--- config.mk ---
export PLATFORM = sky130hd
export DESIGN_NAME = kernel_launch_queue
export DESIGN_NICKNAME = d
export VERILOG_FILES = /design/src/rtl/kernel_launch_queue_pkg.sv /design/src/rtl/kernel_launch_queue_desc_fifo.sv /design/src/rtl/kernel_launch_queue.sv
export SDC_FILE = /design/constraint.sdc
export NUM_CORES = 1
export LEC_CHECK = 0
export BUFFER_PORTS_ARGS = -buffer_cell sky130_fd_sc_hd__buf_4
export CAP_MARGIN = 0
export CORE_AREA = 2 2 163 165
export DETAILED_ROUTE_END_ITERATION = 10
export DIE_AREA = 0 0 165 167
export GPL_TIMING_DRIVEN = 0
export HOLD_SLACK_MARGIN = 0.12
export MAX_ROUTING_LAYER = met4
export PLACE_DENSITY = 0.66
export SLEW_MARGIN = 20
export SYNTH_ARGS = -nofsm -noshare
export SYNTH_HDL_FRONTEND = slang
export SYNTH_SLANG_ARGS = --single-unit
--- constraint.sdc ---
create_clock -name clk -period 2.8 [get_ports clk]
set_input_delay 0.56 -clock clk [delete_from_list [all_inputs] [get_ports clk]]
set_output_delay 0.56 -clock clk [all_outputs]
set_load 0.01 [all_outputs]
--- src/rtl/kernel_launch_queue_pkg.sv ---
// Shared types for the kernel launch queue: descriptor layout, launch FSM
// states and the default watchdog limit.
package kernel_launch_queue_pkg;

  localparam int DATA_WIDTH             = 16;
  localparam int DEFAULT_TIMEOUT_CYCLES = 1000000;

  typedef logic [DATA_WIDTH-1:0] data_t;

  // One kernel launch descriptor as handed to the block dispatcher.
  typedef struct packed {
    logic [7:0]  kernel_id;
    data_t       num_blocks;
    logic [31:0] arg_base;
  } kernel_config_t;

  // Launch sequencing: pick a kernel, reset the dispatcher, run it, retire it.
  typedef enum logic [1:0] {
    LS_IDLE   = 2'd0,
    LS_CLEAR  = 2'd1,
    LS_LAUNCH = 2'd2,
    LS_RETIRE = 2'd3
  } launch_state_t;

endpackage

--- src/rtl/kernel_launch_queue_desc_fifo.sv ---
// Circular descriptor FIFO for the kernel launch queue. Registered storage,
// no pass-through: an entry becomes visible at the head the cycle after its
// push. flush_i empties the queue and wins over push/pop in the same cycle.
module kernel_desc_fifo
  import kernel_launch_queue_pkg::*;
#(
  parameter  int DEPTH = 4,
  localparam int PTR_W = $clog2(DEPTH),
  localparam int CNT_W = $clog2(DEPTH + 1)
) (
  input  logic             clk,
  input  logic             reset,
  input  logic             flush_i,
  input  logic             push_i,
  input  kernel_config_t   push_data_i,
  input  logic             pop_i,
  output kernel_config_t   head_o,
  output logic [CNT_W-1:0] count_o,
  output logic             full_o,
  output logic             empty_o
);

  localparam logic [CNT_W-1:0] FULL_COUNT = CNT_W'(DEPTH);

  // NOTE: the storage array has no reset; count_q alone says which slots are valid.
  kernel_config_t   mem_q [DEPTH];
  logic [PTR_W-1:0] wr_ptr_q, wr_ptr_d;
  logic [PTR_W-1:0] rd_ptr_q, rd_ptr_d;
  logic [CNT_W-1:0] count_q, count_d;
  logic             do_push, do_pop;

  assign full_o  = (count_q == FULL_COUNT);
  assign empty_o = (count_q == '0);
  assign do_push = push_i && !full_o && !flush_i;
  assign do_pop  = pop_i && !empty_o && !flush_i;
  assign head_o  = mem_q[rd_ptr_q];
  assign count_o = count_q;

  // Next pointers and occupancy; pointers wrap naturally since DEPTH is 2^n.
  always_comb begin
    // NOTE: every output of this block gets a default first so no latch is inferred.
    wr_ptr_d = wr_ptr_q;
    rd_ptr_d = rd_ptr_q;
    count_d  = count_q;
    if (flush_i) begin
      wr_ptr_d = '0;
      rd_ptr_d = '0;
      count_d  = '0;
    end else begin
      if (do_push) wr_ptr_d = wr_ptr_q + PTR_W'(1);
      if (do_pop)  rd_ptr_d = rd_ptr_q + PTR_W'(1);
      unique case ({do_push, do_pop})
        2'b10:   count_d = count_q + CNT_W'(1);
        2'b01:   count_d = count_q - CNT_W'(1);
        default: count_d = count_q;
      endcase
    end
  end

  // Pointer and occupancy registers.
  always_ff @(posedge clk) begin
    // NOTE: sequential state uses non-blocking assignments only.
    if (reset) begin
      wr_ptr_q <= '0;
      rd_ptr_q <= '0;
      count_q  <= '0;
    end else begin
      wr_ptr_q <= wr_ptr_d;
      rd_ptr_q <= rd_ptr_d;
      count_q  <= count_d;
    end
  end

  // Descriptor storage write port.
  always_ff @(posedge clk) begin
    if (do_push) mem_q[wr_ptr_q] <= push_data_i;
  end

endmodule

--- src/rtl/kernel_launch_queue.sv ---
// Kernel launch queue: buffers launch descriptors, presents one kernel_config
// at a time to the block dispatcher, sequences its reset/start and retires
// each kernel on dispatcher_done.
// Optional feature: define KERNEL_LAUNCH_TIMEOUT_EN to add a LAUNCH watchdog
// that forces retirement after TIMEOUT_CYCLES and raises sticky timeout_err.
module kernel_launch_queue
  import kernel_launch_queue_pkg::*;
#(
  parameter  int QUEUE_DEPTH    = 4,
  parameter  int CNT_WIDTH      = 16,
  parameter  int TIMEOUT_CYCLES = DEFAULT_TIMEOUT_CYCLES,
  localparam int QCNT_W         = $clog2(QUEUE_DEPTH + 1)
) (
  input  logic                 clk,
  input  logic                 reset,
  input  logic                 in_valid,
  input  kernel_config_t       in_config,
  output logic                 in_ready,
  input  logic                 abort,
  output kernel_config_t       kernel_config,
  output logic                 dispatcher_start,
  output logic                 dispatcher_reset,
  input  logic                 dispatcher_done,
  output logic                 kernel_done,
  output logic                 busy,
  output logic [QCNT_W-1:0]    queue_count,
  output logic [CNT_WIDTH-1:0] kernels_completed
`ifdef KERNEL_LAUNCH_TIMEOUT_EN
  ,
  output logic                 timeout_err
`endif
);

  if (QUEUE_DEPTH < 2 || (QUEUE_DEPTH & (QUEUE_DEPTH - 1)) != 0 || TIMEOUT_CYCLES < 1)
  begin : g_bad_params
    $error("kernel_launch_queue: QUEUE_DEPTH must be a power of two >= 2, TIMEOUT_CYCLES >= 1");
  end

  launch_state_t        state_q, state_d;
  kernel_config_t       cfg_q, cfg_d;
  logic [CNT_WIDTH-1:0] done_cnt_q, done_cnt_d;
  logic                 aux_rst_q, aux_rst_d;   // one-cycle dispatcher reset after abort/timeout

  kernel_config_t       fifo_head;
  logic [QCNT_W-1:0]    fifo_count;
  logic                 fifo_full, fifo_empty;
  logic                 fifo_push, fifo_pop;
  logic                 timeout_hit;

  // Abort blocks both sides of the queue in its cycle; the flush wins anyway,
  // but gating here keeps in_ready honest to the host.
  assign in_ready  = !reset && !abort && !fifo_full;
  assign fifo_push = in_valid && in_ready;
  assign fifo_pop  = (state_q == LS_IDLE) && !fifo_empty && !abort && !reset;

  kernel_desc_fifo #(
    .DEPTH (QUEUE_DEPTH)
  ) u_fifo (
    .clk         (clk),
    .reset       (reset),
    .flush_i     (abort),
    .push_i      (fifo_push),
    .push_data_i (in_config),
    .pop_i       (fifo_pop),
    .head_o      (fifo_head),
    .count_o     (fifo_count),
    .full_o      (fifo_full),
    .empty_o     (fifo_empty)
  );

`ifdef KERNEL_LAUNCH_TIMEOUT_EN
  localparam int             WD_W    = $clog2(TIMEOUT_CYCLES + 1);
  localparam logic [WD_W-1:0] WD_LAST = WD_W'(TIMEOUT_CYCLES - 1);

  logic [WD_W-1:0] wd_q, wd_d;
  logic            terr_q, terr_d;

  // wd_q counts completed LAUNCH cycles; the TIMEOUT_CYCLES-th one without
  // done is the last.
  assign timeout_hit = (state_q == LS_LAUNCH) && !dispatcher_done && (wd_q == WD_LAST);
  assign timeout_err = terr_q;

  // Watchdog runs only inside LAUNCH and is zero on every entry to it.
  always_comb begin
    wd_d   = (state_q == LS_LAUNCH) ? wd_q + WD_W'(1) : '0;
    terr_d = terr_q || (timeout_hit && !abort);
  end

  // Watchdog and sticky error registers; only reset clears timeout_err.
  always_ff @(posedge clk) begin
    if (reset) begin
      wd_q   <= '0;
      terr_q <= 1'b0;
    end else begin
      wd_q   <= wd_d;
      terr_q <= terr_d;
    end
  end
`else
  assign timeout_hit = 1'b0;
`endif

  // Launch sequencing; abort overrides every state transition.
  always_comb begin
    state_d    = state_q;
    cfg_d      = cfg_q;
    done_cnt_d = done_cnt_q;
    aux_rst_d  = 1'b0;
    if (abort) begin
      state_d   = LS_IDLE;
      aux_rst_d = 1'b1;
    end else begin
      unique case (state_q)
        LS_IDLE: begin
          if (!fifo_empty) begin
            cfg_d   = fifo_head;
            state_d = LS_CLEAR;
          end
        end
        LS_CLEAR: begin
          // The dispatcher would never report done for zero blocks, so skip it.
          state_d = (cfg_q.num_blocks == '0) ? LS_RETIRE : LS_LAUNCH;
        end
        LS_LAUNCH: begin
          if (dispatcher_done) begin
            state_d = LS_RETIRE;
          end else if (timeout_hit) begin
            state_d   = LS_RETIRE;
            aux_rst_d = 1'b1;
          end
        end
        LS_RETIRE: begin
          done_cnt_d = done_cnt_q + CNT_WIDTH'(1);
          state_d    = LS_IDLE;
        end
        default: state_d = LS_IDLE;
      endcase
    end
  end

  // FSM, active config and completion counter registers.
  always_ff @(posedge clk) begin
    if (reset) begin
      state_q    <= LS_IDLE;
      cfg_q      <= '0;
      done_cnt_q <= '0;
      aux_rst_q  <= 1'b0;
    end else begin
      state_q    <= state_d;
      cfg_q      <= cfg_d;
      done_cnt_q <= done_cnt_d;
      aux_rst_q  <= aux_rst_d;
    end
  end

  assign kernel_config     = cfg_q;
  assign dispatcher_start  = (state_q == LS_LAUNCH);
  assign dispatcher_reset  = reset || (state_q == LS_CLEAR) || aux_rst_q;
  assign kernel_done       = (state_q == LS_RETIRE) && !abort;
  assign busy              = (state_q != LS_IDLE) || !fifo_empty;
  assign queue_count       = fifo_count;
  assign kernels_completed = done_cnt_q;

endmodule
**Yosys cells after proc, flatten, opt, wreduce, memory -nomap -nowiden**

Memories as Yosys holds them, arrays and structs flattened. A register that Yosys moved wholly into a read port is not among the register bits.
Cells that the tools add are included.
Widths: inputs -> output; s select.

- Register bits after elaboration: 26
- RAM bits: 224
- Bits of input ports: 61
- Output and inout bits: 80
- Word-level logic and storage cells: 57
- Memories kept: 1

- Add/sub/neg operators: 5
- Eq/ne operators: 8
- Muxes and demuxes: 8
- Bitwise gates (word level): 2
- Reduce and logical (&&, ||, !) cells: 27

Memories:

| name | words | bits a word | rd ports | clocked after memory_dff | write ports | RTL line | text |
|---|---|---|---|---|---|---|---|
| u_fifo.mem_q | 4 | 56 | 1 | 1 | 1 | kernel_launch_queue_desc_fifo.sv:26 | `kernel_config_t mem_q [DEPTH];` |

Operators by type and width:

| operator | count |
|---|---|
| $add 16x1->16 const B | 1 |
| $logic_not 16->1 | 1 |
| $logic_and 1x1->1 | 11 |
| $pmux 2 s4 | 1 |
| $eq 2x2->1 const B | 3 |
| $pmux 3 s2 | 1 |
| $add 2x1->2 const B | 2 |
| $eq 2x1->1 const B | 2 |
| $logic_not 1->1 | 4 |
| $mux 1 | 4 |
| $mux 2 | 2 |
| $reduce_and 2->1 | 2 |
| $reduce_bool 2->1 | 2 |
| $add 3x1->3 const B | 1 |
| $eq 3x3->1 const B | 1 |
| $logic_not 3->1 | 1 |
| $logic_or 1x1->1 | 3 |
| $reduce_and 3->1 | 1 |
| $sub 3x1->3 const B | 1 |
| $logic_not 2->1 | 1 |
| $ne 2x1->1 const B | 1 |
| $ne 2x2->1 const B | 1 |
| $not 1->1 | 2 |
| $reduce_or 2->1 | 1 |

**Logic depth before layout (Yosys ltp)**

- Depth in word-level cells: 9
- Depth in mapped cells: 11
- Gate-level depth less buffers: 10

**Cells and area by module**

A second synthesis with hierarchy kept.

- Cell total of the unflattened synthesis: 705
- Area total of the unflattened synthesis: 11,488.5 µm²

Modules (own cells, without submodules):

| module | instances | cells each | area an instance (µm²) | sequential area each (µm²) |
|---|---|---|---|---|
| kernel_desc_fifo | 1 | 349 | 8,602.0 | 6,906.6 |
| kernel_launch_queue | 1 | 356 | 2,886.5 | 1,501.4 |

**Worst setup path after synthesis**

No wires, ideal clock.

- Path type: in2reg
- From: input port abort
- To: memory u_fifo.mem_q[1][0] (netlist bit) (enable)
- Setup time: 0.420 ns
- Arrival: 2.589 ns
- Required time: 2.380 ns
- Path slack: -0.209 ns
- Cell stages on the path: 3
- Buffers on the path: 0
- Cell sequence: or2_2 a211oi_4 and2_1

- Longest elaborated chain between the ends: 8

RTL lines:

| element | RTL line | text |
|---|---|---|
| start, declared | kernel_launch_queue.sv:19 | `input logic abort,` |
| $logic_not 1->1 (*) | kernel_launch_queue_desc_fifo.sv:34, kernel_launch_queue.sv:52 |  |
| $logic_and 1x1->1 (2 in a row) | kernel_launch_queue.sv:52 | `assign in_ready = !reset && !abort && !fifo_full;` |
| $logic_and 1x1->1 | kernel_launch_queue.sv:53 | `assign fifo_push = in_valid && in_ready;` |
| $logic_and 1x1->1 | kernel_launch_queue_desc_fifo.sv:34 | `assign do_push = push_i && !full_o && !flush_i;` |
| $logic_and 1x1->1 (*) | kernel_launch_queue_desc_fifo.sv:34 |  |
| $mux 1 (*) | kernel_launch_queue_desc_fifo.sv:76 | `if (do_push) mem_q[wr_ptr_q] <= push_data_i;` |
| $mux 1 (implied by the code) (*) | kernel_launch_queue_desc_fifo.sv:76 |  |
| end, declared | kernel_launch_queue_desc_fifo.sv:26 |  |

Mark *: on every way between the ends. The rest lies on a longest branch, timed or not.

**Final worst setup path**

- From: register state_q[0]
- To: register u_fifo.count_q[2], in the netlist u_fifo.count_o[2]

- Longest elaborated chain between the ends: 8
- Elaborated cells on any way between the ends: 10
- Those cells by class: 2 x eq/ne; 1 x mux; 7 x reduce/logical

RTL lines:

| element | RTL line | text |
|---|---|---|
| start, declared | kernel_launch_queue.sv:39 | `launch_state_t state_q, state_d;` |
| start signal, assigned | kernel_launch_queue.sv:149 | `state_q <= state_d;` |
| $logic_not 2->1 (*) | kernel_launch_queue.sv:54 | `assign fifo_pop = (state_q == LS_IDLE) && !fifo_empty && !abort && !reset;` |
| $logic_and 1x1->1 (*) (3 in a row) | kernel_launch_queue.sv:54 |  |
| $logic_and 1x1->1 (*) (2 in a row) | kernel_launch_queue_desc_fifo.sv:35 | `assign do_pop = pop_i && !empty_o && !flush_i;` |
| via u_fifo.do_pop | kernel_launch_queue_desc_fifo.sv:30 | `logic do_push, do_pop;` |
| $eq 2x1->1 / $eq 2x2->1 (equally long branches) | kernel_launch_queue_desc_fifo.sv:52 | `unique case ({do_push, do_pop})` |
| $pmux 3 s2 / $reduce_bool 2->1 (equally long branches) | - |  |
| end signal, assigned | kernel_launch_queue_desc_fifo.sv:70 | `count_q <= count_d;` |
| end, declared | kernel_launch_queue_desc_fifo.sv:29 | `logic [CNT_W-1:0] count_q, count_d;` |

Mark *: on every way through the listed nets, which the timed path passes. The rest lies on a longest branch.
A chain may end at the register's enable or synchronous reset.

==> run_results.csv <==
group,metric,value,unit
timing,hold_viol_final,0,
final_layout,fillers,2098,
place,pre_cts_ws,-0.216,ns
worst_hold_path,hp-start,"in_config[31]",
final_layout,fin_cells,1228,
run,drv_cap,0,
final_layout,antenna_cells,0,
die,coreArea,0.0258,mm^2
yosys,ys_seq_elements,306,
final_layout,drive_gt1_share,31.6,%
clock_tree,cts.sinks,306,
global_route,grt_max_degree,31,
outcome,status,"complete, no violations",
yosys,seq_area_frac_synth,73.5,%
yosys,netlist_area,0.0114,mm^2
detailed_routing,antenna_left,0,
timing,timing.final.ws_setup,0.224,ns
power_and_ir_drop,p_leak,4.76,nW
clock_tree,h-tree-depth,1,
final_layout,syn2layout_area_growth,22.5,%
clock_tree,path_clk_slew,0.06,ns
die,start_util,44.2,%
detailed_routing,wl_per_cell,18.6,um
timing,finalMaxSlewViolations,0,
timing,slew_headroom,55.3,%
timing,clock_skew,0.0220,ns
setup_path,cp_common_cell,"ha_1",
setup_path,reg2reg_slack,0.22,ns
die,die-area,0.0276,mm^2
clock_tree,clk_latency,0.55,ns
global_route,grt_pass1_vias,6317,
clock_tree,cts_tree,"built",
worst_hold_path,whs_endpoint,"u_fifo.mem_q[2][31]",
place,dp_cells,1169,
yosys,ys_warn_count,0,
timing,fmax,0.388,GHz
worst_hold_path,holdPathStages,1,
final_layout,fin_nets,942,
detailed_routing,post-route-drc-count,0,
yosys,synth_nets,763,
global_route,track_usage,17.3,%
setup_path,crit_required,3.26,ns
die,die_y,167,um
detailed_routing,via_per_inst,5.09,
setup_path,worstSetupStartpointType,"flip-flop",
setup_path,arrival,3.04,ns
timing,tightestPinTransition,0.671,ns
place,portBuffers,140,
detailed_routing,drtPass1Iterations,5,
setup_path,critPathKind,"reg2reg",
place,dpl.hpwl,14700,um
setup_path,endpoint_kind,"flip-flop",
detailed_routing,vias,6256,
setup_path,cp_cell_sequence,"inv_2 > ha_1 > or3b_4 > nor2_1 > ha_1 > inv_1 > fa_1 > xor2_1 > or3_1 > a21oi_1",
clock_tree,numCtsBuffers,31,
yosys,avgSynthCellArea,16.5,um^2
detailed_routing,routed_wirelength,22900,um
setup_path,slowest_stage,"or3b_4",
setup_path,crit_path_max_fanout,5,
timing,fin_crit_sh,92.0,%
yosys,yosysUniqueCellTypes,43,
yosys,synth_edf_count,224,
yosys,syn_inst,690,
yosys,ys.flop_type,"edfxtp_1",
timing,setup_viol,0,
global_route,grt_remaining_overflow,0,
setup_path,reg2reg_depth,10,
worst_hold_path,hp-class,"in2reg",
place,place.gp.congestion,0.798,
global_route,antenna_found_initial,0,
setup_path,r2r-start,"state_q[0]",
timing,finalCriticalPeriod,2.58,ns
clock_tree,cts-root-buf,"clkbuf_16",
power_and_ir_drop,total_power,9.12,mW
timing,rsz0062_at_grt,"no",
setup_path,slowest_delay,0.42,ns
detailed_routing,drt_iter0_drc,417,
setup_path,r2r-end,"u_fifo.count_o[2]",
die,io_pins,141,
clock_tree,clk_path_buf_depth,3,
timing,whs,0.206,ns
die,die_w,165,um
global_route,grt_pass1_wl,35600,um
yosys,async_flop_share,0,%
power_and_ir_drop,p_per_area,654,mW/mm^2
power_and_ir_drop,ir_drop,0.000479,V
die,placementRows,59,
synth_stat cells, types with 2 or more instances:
cell type / count / share of area [%]
xor2_1: 13 / 1.0
nor4_1: 2 / 0.11
edfxtp_1: 224 / 59
nand3_1: 2 / 0.088
o21ai_0: 2 / 0.088
nand4_1: 8 / 0.44
and4b_1: 2 / 0.18
nor2b_1: 3 / 0.16
or4_1: 2 / 0.13
clkbuf_8: 2 / 0.24
mux2i_1: 2 / 0.18
xnor2_1: 5 / 0.38
a21oi_1: 63 / 2.8
o31ai_1: 2 / 0.13
or3_1: 2 / 0.11
dfxtp_1: 82 / 14
nor2_1: 24 / 0.79
mux4_2: 56 / 11
ha_1: 11 / 1.2
inv_1: 10 / 0.33
buf_2: 13 / 0.57
buf_4: 3 / 0.20
nand2_1: 118 / 3.9
and2_1: 5 / 0.27
clkbuf_1: 16 / 0.53
worst max-delay path, delay by kind of cell, from the launching register on:
family,cells,cell delay [ns]
AO/OA/AOI/OAI,1,0.14
adder cells (fa/ha/maj),3,0.81
buffers and inverters,2,0.19
XOR/XNOR,1,0.16
AND/OR/NAND/NOR,3,0.83
flip-flops,1,0.34
per-layer routing:
metal  GRT usage [%]  part of all wire (%)  vias up
li1                -                     -     2957
met1            23.1                    42     3103
met2            28.2                    51      158
met3            2.81                   5.6       38
met4            3.63                   1.4        0
met5               -                     0        -
where the power goes:
part | internal [mW] | switching (mW) | leakage (nW)
logic | 0.125 | 0.141 | 1.59
clock network | 2.31 | 1.63 | 0.480
registers | 4.90 | 0.0149 | 2.68
total | 7.34 | 1.79 | 4.76
how the worst max path moves through the flow:
stage | start | cells past startpoint | endpoint | slack, ns
after floorplan | state_q[0] | 11 | u_fifo.count_o[2] | 0.26
after global placement | abort | 4 | u_fifo.mem_q[0][55] | -0.49
after detailed placement | state_q[0] | 11 | u_fifo.count_o[2] | -0.22
after CTS | state_q[0] | 10 | u_fifo.count_o[2] | 0.04
after global routing | state_q[0] | 10 | u_fifo.count_o[2] | 0.07
final | state_q[0] | 10 | u_fifo.count_o[2] | 0.22
sequential cells by signal, summed over array words and instances (netlist names):
signal / count
u_fifo.mem_q: 224
kernel_config: 56
kernels_completed: 16
u_fifo.count_o: 3
state_q: 2
u_fifo.rd_ptr_q: 2
u_fifo.wr_ptr_q: 2
aux_rst_q: 1
kinds of logic (layout without fill, tap and decap cells):
| logic type | count (synthesis) | after routing | share of synthesized area [%] |
|---|---|---|---|
| compound gates | 69 | 69 | 3.24 |
| xor+xnor | 18 | 18 | 1.38 |
| fa+ha+maj | 12 | 12 | 1.38 |
| buf+inv | 46 | 249 | 2.01 |
| flops | 306 | 306 | 73.5 |
| mux | 58 | 58 | 11.2 |
| simple gates | 181 | 181 | 7.28 |
stage by stage:
| stage | instance area [um^2] | TNS, ns | utilization, % |
|---|---|---|---|
| after global routing | 14000 | 0 | 54.2 |
| final | 14000 | 0 | 54.2 |
| after detailed placement | 13000 | -0.216 | 50.3 |
| after floorplan | 11400 | 0 | - |
| after CTS | 13900 | 0 | 54.1 |
| after global placement | 12900 | -103.44 | 49.9 |
cell type report:
type                    instances  area [um^2]  share of cell area [%]
plain buffers                  35          188                    1.35
clock buffers                  41          855                    6.13
repair buffers                147         1150                    8.27
inverters                      10         37.5                   0.269
flip-flops and latches        306         8370                    60.0
multi-input cells             338         2810                    20.1
clock inverters                16          124                   0.888
well taps                     335          419                    3.00
cell usage in the layout (no fill, tap or decap), types with 3 or more instances in the layout:
cell type / instances
nor2_1: 24
edfxtp_1: 224
nand4_1: 8
ha_1: 11
buf_12: 4
inv_1: 9
clkinv_1: 7
clkbuf_16: 32
xor2_1: 13
dfxtp_1: 82
a21oi_1: 63
xnor2_1: 5
and2_4: 4
buf_4: 146
clkbuf_8: 4
nor2b_1: 3
clkinv_2: 6
mux4_2: 56
clkbuf_1: 22
nand2_1: 118
buf_2: 13
what timing repair did:
item / in CTS / in global routing
endpoints found under the setup margin: 2 / 1
hold buffers: 0 / 0
resized for setup: 1 / 1
buffers inserted: 0 / 3
Power figures use the tool's default switching activity.
